### config.mk
export PLATFORM = sky130hd
export DESIGN_NAME = ecc_core_arb_flat
export DESIGN_NICKNAME = d
export VERILOG_FILES = /design/src/rtl/ecc_core_arb_if.sv /design/src/rtl/ecc_core_arb.sv /design/src/flat_wrapper.sv
export SDC_FILE = /design/constraint.sdc
export NUM_CORES = 1
export LEC_CHECK = 0
export BUFFER_PORTS_ARGS = -buffer_cell sky130_fd_sc_hd__buf_4
export CAP_MARGIN = 15
export CELL_PAD_IN_SITES_DETAIL_PLACEMENT = 0
export CELL_PAD_IN_SITES_GLOBAL_PLACEMENT = 1
export CORE_MARGIN = 5
export CORE_UTILIZATION = 39
export CTS_CLUSTER_SIZE = 8
export DETAILED_ROUTE_END_ITERATION = 7
export PLACE_DENSITY = 0.78
export SLEW_MARGIN = 15
export SYNTH_ARGS = -nofsm -noshare
export SYNTH_HDL_FRONTEND = slang
export SYNTH_SLANG_ARGS = --single-unit
### constraint.sdc
create_clock -name clk -period 1.77 [get_ports clk]
set_input_delay 0.0885 -clock clk [delete_from_list [all_inputs] [get_ports clk]]
set_output_delay 0.0885 -clock clk [all_outputs]
set_load 0.01 [all_outputs]
### src/rtl/ecc_core_arb_if.sv
// Bus between the ECC engine arbiter, its requesters and the point-arithmetic engine.
// The arbiter sits on the slave side; requesters and the engine drive the master side.
interface ecc_core_arb_if #(
  parameter int NREQ = 2,
  parameter int OPW  = 2
);
  logic                 clr_ecc;
  logic [NREQ-1:0]      req;
  logic [NREQ*OPW-1:0]  req_op;
  logic [NREQ-1:0]      gnt;
  logic [NREQ-1:0]      done;
  logic [NREQ-1:0]      err_tmo;
  logic                 busy;
  logic [OPW-1:0]       ecc_op;
  logic                 ecc_en;
  logic                 ecc_clr;
  logic                 ecc_rdy;

  modport master (
    output clr_ecc, req, req_op, ecc_rdy,
    input  gnt, done, err_tmo, busy, ecc_op, ecc_en, ecc_clr
  );

  modport slave (
    input  clr_ecc, req, req_op, ecc_rdy,
    output gnt, done, err_tmo, busy, ecc_op, ecc_en, ecc_clr
  );
endinterface

### src/rtl/ecc_core_arb.sv
// Round-robin arbiter sharing one ECC engine between NREQ requesters, with a
// per-run watchdog and forced engine clear on abort or timeout.
module ecc_core_arb #(
  parameter int               NREQ    = 2,
  parameter int               OPW     = 2,
  parameter int               TMO_W   = 20,
  parameter logic [TMO_W-1:0] TMO_MAX = 20'hFFFFF
) (
  input  logic          clk,
  input  logic          rst_n,
  ecc_core_arb_if.slave bus
);

  localparam int PW = (NREQ > 1) ? $clog2(NREQ) : 1;

  typedef enum logic [2:0] {IDLE, START, RUN, FIN, TMO, ABORT} state_t;

  state_t           state, state_nxt;
  logic [PW-1:0]    rr_ptr, owner, pick, nxt_ptr;
  logic [PW:0]      idx_w;
  logic             any_req;
  logic [OPW-1:0]   op_q;
  logic [TMO_W-1:0] tmo_cnt;
  logic [NREQ-1:0]  owner_oh;
  logic [OPW-1:0]   ops [NREQ];

  for (genvar g = 0; g < NREQ; g++) begin : g_ops
    assign ops[g] = bus.req_op[g*OPW +: OPW];
  end

  // First pending request at or after rr_ptr, wrapping modulo NREQ.
  always_comb begin
    any_req = 1'b0;
    pick    = '0;
    idx_w   = '0;
    for (int unsigned k = 0; k < NREQ; k++) begin
      idx_w = {1'b0, rr_ptr} + (PW+1)'(k);
      if (idx_w >= (PW+1)'(NREQ)) idx_w = idx_w - (PW+1)'(NREQ);
      if (!any_req && bus.req[idx_w[PW-1:0]]) begin
        any_req = 1'b1;
        pick    = idx_w[PW-1:0];
      end
    end
  end

  assign nxt_ptr  = (owner == PW'(NREQ-1)) ? '0 : owner + PW'(1);
  assign owner_oh = NREQ'(1) << owner;

  always_ff @(posedge clk or negedge rst_n) begin
    if (!rst_n) begin
      state   <= IDLE;
      rr_ptr  <= '0;
      owner   <= '0;
      op_q    <= '0;
      tmo_cnt <= '0;
    end else begin
      state <= state_nxt;
      // Only latch a new owner when actually leaving IDLE for START, so an
      // abort arriving in IDLE leaves ecc_op holding the previous opcode.
      if (state == IDLE && !bus.clr_ecc && any_req) begin
        owner <= pick;
        op_q  <= ops[pick];
      end
      if (state == START) tmo_cnt <= '0;
      if (state == RUN && !bus.ecc_rdy && tmo_cnt != TMO_MAX)
        tmo_cnt <= tmo_cnt + TMO_W'(1);
      if (state == FIN || state == TMO) rr_ptr <= nxt_ptr;
    end
  end

  always_comb begin
    state_nxt = state;
    case (state)
      IDLE:    if (any_req) state_nxt = START;
      START:   state_nxt = RUN;
      RUN: begin
        if (bus.ecc_rdy)            state_nxt = FIN;
        else if (tmo_cnt == TMO_MAX) state_nxt = TMO;
      end
      FIN:     state_nxt = IDLE;
      TMO:     state_nxt = IDLE;
      ABORT:   state_nxt = IDLE;
      default: state_nxt = IDLE;
    endcase
    if (bus.clr_ecc) state_nxt = ABORT;
  end

  always_comb begin
    bus.gnt     = '0;
    bus.done    = '0;
    bus.err_tmo = '0;
    bus.busy    = (state != IDLE);
    bus.ecc_op  = op_q;
    bus.ecc_en  = 1'b0;
    bus.ecc_clr = 1'b0;
    case (state)
      START: begin
        bus.gnt    = owner_oh;
        bus.ecc_en = 1'b1;
      end
      RUN:   bus.gnt = owner_oh;
      FIN: begin
        bus.gnt     = owner_oh;
        bus.done    = owner_oh;
        bus.ecc_clr = 1'b1;
      end
      TMO: begin
        bus.gnt     = owner_oh;
        bus.done    = owner_oh;
        bus.err_tmo = owner_oh;
        bus.ecc_clr = 1'b1;
      end
      ABORT:   bus.ecc_clr = 1'b1;
      default: ;
    endcase
  end

endmodule

### src/flat_wrapper.sv
// flat-port wrapper written by rule: the top's interface ports become plain ports
module ecc_core_arb_flat 
#(
  parameter int               NREQ    = 2,
  parameter int               OPW     = 2,
  parameter int               TMO_W   = 20,
  parameter logic [TMO_W-1:0] TMO_MAX = 20'hFFFFF
)
  (clk, rst_n, bus_clr_ecc, bus_req, bus_req_op, bus_ecc_rdy, bus_gnt, bus_done, bus_err_tmo, bus_busy, bus_ecc_op, bus_ecc_en, bus_ecc_clr);
  ecc_core_arb_if #(.NREQ(NREQ), .OPW(OPW)) bus_i ();
  input  logic clk;
  input  logic rst_n;
  input wire logic [$bits(bus_i.clr_ecc)-1:0] bus_clr_ecc;
  input wire logic [$bits(bus_i.req)-1:0] bus_req;
  input wire logic [$bits(bus_i.req_op)-1:0] bus_req_op;
  input wire logic [$bits(bus_i.ecc_rdy)-1:0] bus_ecc_rdy;
  output wire logic [$bits(bus_i.gnt)-1:0] bus_gnt;
  output wire logic [$bits(bus_i.done)-1:0] bus_done;
  output wire logic [$bits(bus_i.err_tmo)-1:0] bus_err_tmo;
  output wire logic [$bits(bus_i.busy)-1:0] bus_busy;
  output wire logic [$bits(bus_i.ecc_op)-1:0] bus_ecc_op;
  output wire logic [$bits(bus_i.ecc_en)-1:0] bus_ecc_en;
  output wire logic [$bits(bus_i.ecc_clr)-1:0] bus_ecc_clr;
  assign bus_i.clr_ecc = bus_clr_ecc;
  assign bus_i.req = bus_req;
  assign bus_i.req_op = bus_req_op;
  assign bus_i.ecc_rdy = bus_ecc_rdy;
  assign bus_gnt = bus_i.gnt;
  assign bus_done = bus_i.done;
  assign bus_err_tmo = bus_i.err_tmo;
  assign bus_busy = bus_i.busy;
  assign bus_ecc_op = bus_i.ecc_op;
  assign bus_ecc_en = bus_i.ecc_en;
  assign bus_ecc_clr = bus_i.ecc_clr;
  ecc_core_arb #(.NREQ(NREQ), .OPW(OPW), .TMO_W(TMO_W), .TMO_MAX(TMO_MAX)) u_core (.clk(clk), .rst_n(rst_n), .bus(bus_i));
endmodule
==> impl_metrics.toml <==
[timing]
maxSlewHeadroom = 0.692
clock_skew_ps = 1.98
tightest_slew_ps = 457
fin_crit_sh = 0.972
timing.hold.ws_ps = 131
max_freq_ghz = 0.582
setup_ws_ps = 50.4
setup_viol = 0
hold_violations = 0
rsz0062_at_grt = "true"
period_minus_slack_ps = 1720
slew_violations = 0

[synth]
postSynthCellCount = 164
syn-num-nets = 175
synthArstFlopShare = 1.00
ys_seq_area_frac = 0.450
synth_area_leader_cell = "dfrtp_1"
ys.flop_type = "dfrtp_1"
synth_area_per_cell_um2 = 9.16
ys_top_cells_by_area = "dfrtp_1 (45%), nand3_1 (8.3%), mux2i_1 (6.7%)"
synth_area_mm2 = 0.00150
yosysWarnings = 0
ys_types = 37
synth_top_area_frac = 0.450
synth_edf_count = 0
ys_ff_latch = 27

[placed_design]
io_buffers = 20
gp_congestion = 0.851
place_ws_ps = 19.7
dpl.hpwl_um = 2560

[clock_tree]
worstSkewPairLatency_ps = 270
numCtsBuffers = 3
cts_tree = "built"
clkSinkCount = 27
cts.path.max_buffers = 2
cts.clk_slew.worst_paths_ps = 90
htreeDepth = 1
clock-root-buffer = "clkbuf_8"

[floorplanning]
fp-row-count = 22
core_area_mm2 = 0.00369
fp.dieW_um = 72.1
dieArea_mm2 = 0.00519
die_h_um = 72.1
initial_core_util = 0.407
pin_count = 21

[worst_setup_path]
cp.arrival_ps = 1930
crit_type = "reg -> reg"
cp-start-kind = "flop"
worstPathMaxFanout = 4
cp-end-kind = "flop"
critPathRequiredTime_ps = 1980

[routing]
dr_total_vias = 1361
drt-initial-drc-count = 41
firstDrtPassIters = 4
detail-route-antenna-nets = 0
remaining_drc_errors = 0
routed_via_density = 5.34
routed_wl_um = 3400
wl_per_cell_um = 13.3

[cells_and_area]
antenna_cells = 0
drive_gt1_frac = 0.300
fill_cells = 365
final_common_cell = "buf_4"
finalNetCount = 219
mostFrequentLayoutCells = "buf_4 (43), dfrtp_1 (27), nand3_1 (23)"
area_growth_pct = 30.3

[global_routing]
antenna_found_initial = 0
grt_pass1_vias = 1383
track_usage = 0.137
grt_pass1_wl_um = 5910
grt-ovfl-total = 0
grt_max_degree = 28

[hold_path]
hold_class = "in -> reg"

[pwr]
vdd_drop_max_mv = 0.324
powerDensity_mw_per_mm2 = 640
power.leakage_nw = 0.910

[run]
max_cap_viol_count = 0

[run_status]
status = "finished clean"
==> synth_stat cells (all sizes together) (2+ instances only) <==
library cell and instances:
a21oi 6, and3 4, and4 2, buf 4, clkbuf 2, dfrtp 27
inv 6, mux2i 10, nand2 21, nand3 25, nand3b 3, nand4 6
nor2 11, nor3 3, o211ai 6, o21ai 9, o31ai 5, or3 3
==> power breakdown <==
group / switching [W] / internal, W
Sequential: 0.0000270 / 0.000648
Combinational: 0.000124 / 0.000111
Clock: 0.000186 / 0.000157
Total: 0.000337 / 0.000916
==> routing by layer <==
layer	share of wire	vias up	global-route usage
li1	-	694	-
met1	0.45	642	0.168
met2	0.50	23	0.254
met3	0.042	2	0.0139
met4	0.0050	0	0.0334
met5	0	-	0
==> kinds of logic after synthesis <==
logic type,share of synthesized area
flip-flops,0.450
adder cells (fa/ha/maj),0.00833
multiplexers,0.0666
AO/OA/AOI/OAI,0.145
buffers and inverters,0.0433
AND/OR/NAND/NOR,0.287
==> through the flow <==
step	setup TNS (ps)	util	instance area (um^2)	total power (W)	std cells
2_1_floorplan	0	-	1500	0.000801	164
3_3_place_gp	0	0.498	1840	0.000914	248
3_5_place_dp	0	0.498	1840	0.000922	248
4_1_cts	0	0.517	1910	0.00127	254
5_1_grt	-4.50	0.531	1960	0.00132	255
6_report	0	0.531	1960	0.00125	255
==> sequential cells by signal, summed over array words and instances, names as in the netlist <==
register,flops
u_core.owner,1
u_core.tmo_cnt,20
u_core.state,3
u_core.rr_ptr,1
u_core.bus.ecc_op,2
==> what timing repair did <==
| action | in CTS | in global routing |
|---|---|---|
| hold buffers | 2 | 0 |
| endpoints found under the setup margin | 1 | 4 |
| gates cloned | 0 | 0 |
| buffers inserted | 0 | 1 |
| endpoints found under the hold margin | 28 | 0 |
| gates resized for setup | 1 | 8 |
| pin swaps | 0 | 2 |
==> path summary, 6_finish.rpt <==
path	slack, ps	end	cells past startpoint	from
max	50	u_core.tmo_cnt[10]$_DFFE_PN0P_	7	u_core.tmo_cnt[1]$_DFFE_PN0P_
min	130	u_core.bus.ecc_op[1]$_DFFE_PN0P_	3	bus_req_op[3]
max reg2reg	50	u_core.tmo_cnt[10]$_DFFE_PN0P_	7	u_core.tmo_cnt[1]$_DFFE_PN0P_
min reg2reg	510	u_core.tmo_cnt[7]$_DFFE_PN0P_	1	u_core.tmo_cnt[7]$_DFFE_PN0P_
max in group asynchronous	1250	u_core.rr_ptr$_DFFE_PN0N_	2	rst_n
min in group asynchronous	260	u_core.tmo_cnt[0]$_DFFE_PN0P_	2	rst_n
==> worst max-delay path: stages, from the launching register on <==
cell	delay [ps]
dfrtp_1	360
ha_2	180
and3_4	200
nand3_4	100
buf_4	150
or2_2	270
or3_1	310
nand3_1	80
==> area by class of cell <==
cell class | instances | area (um^2) | area share
Inverter | 6 | 22.5 | 0.0115
Multi-Input combinational cell | 125 | 811 | 0.414
Tap cell | 48 | 60.1 | 0.0307
Clock buffer | 3 | 41.3 | 0.0211
Clock inverter | 1 | 5.00 | 0.00256
Timing Repair Buffer | 45 | 343 | 0.175
Sequential cell | 27 | 676 | 0.345
(Power assumes the default switching activity.)
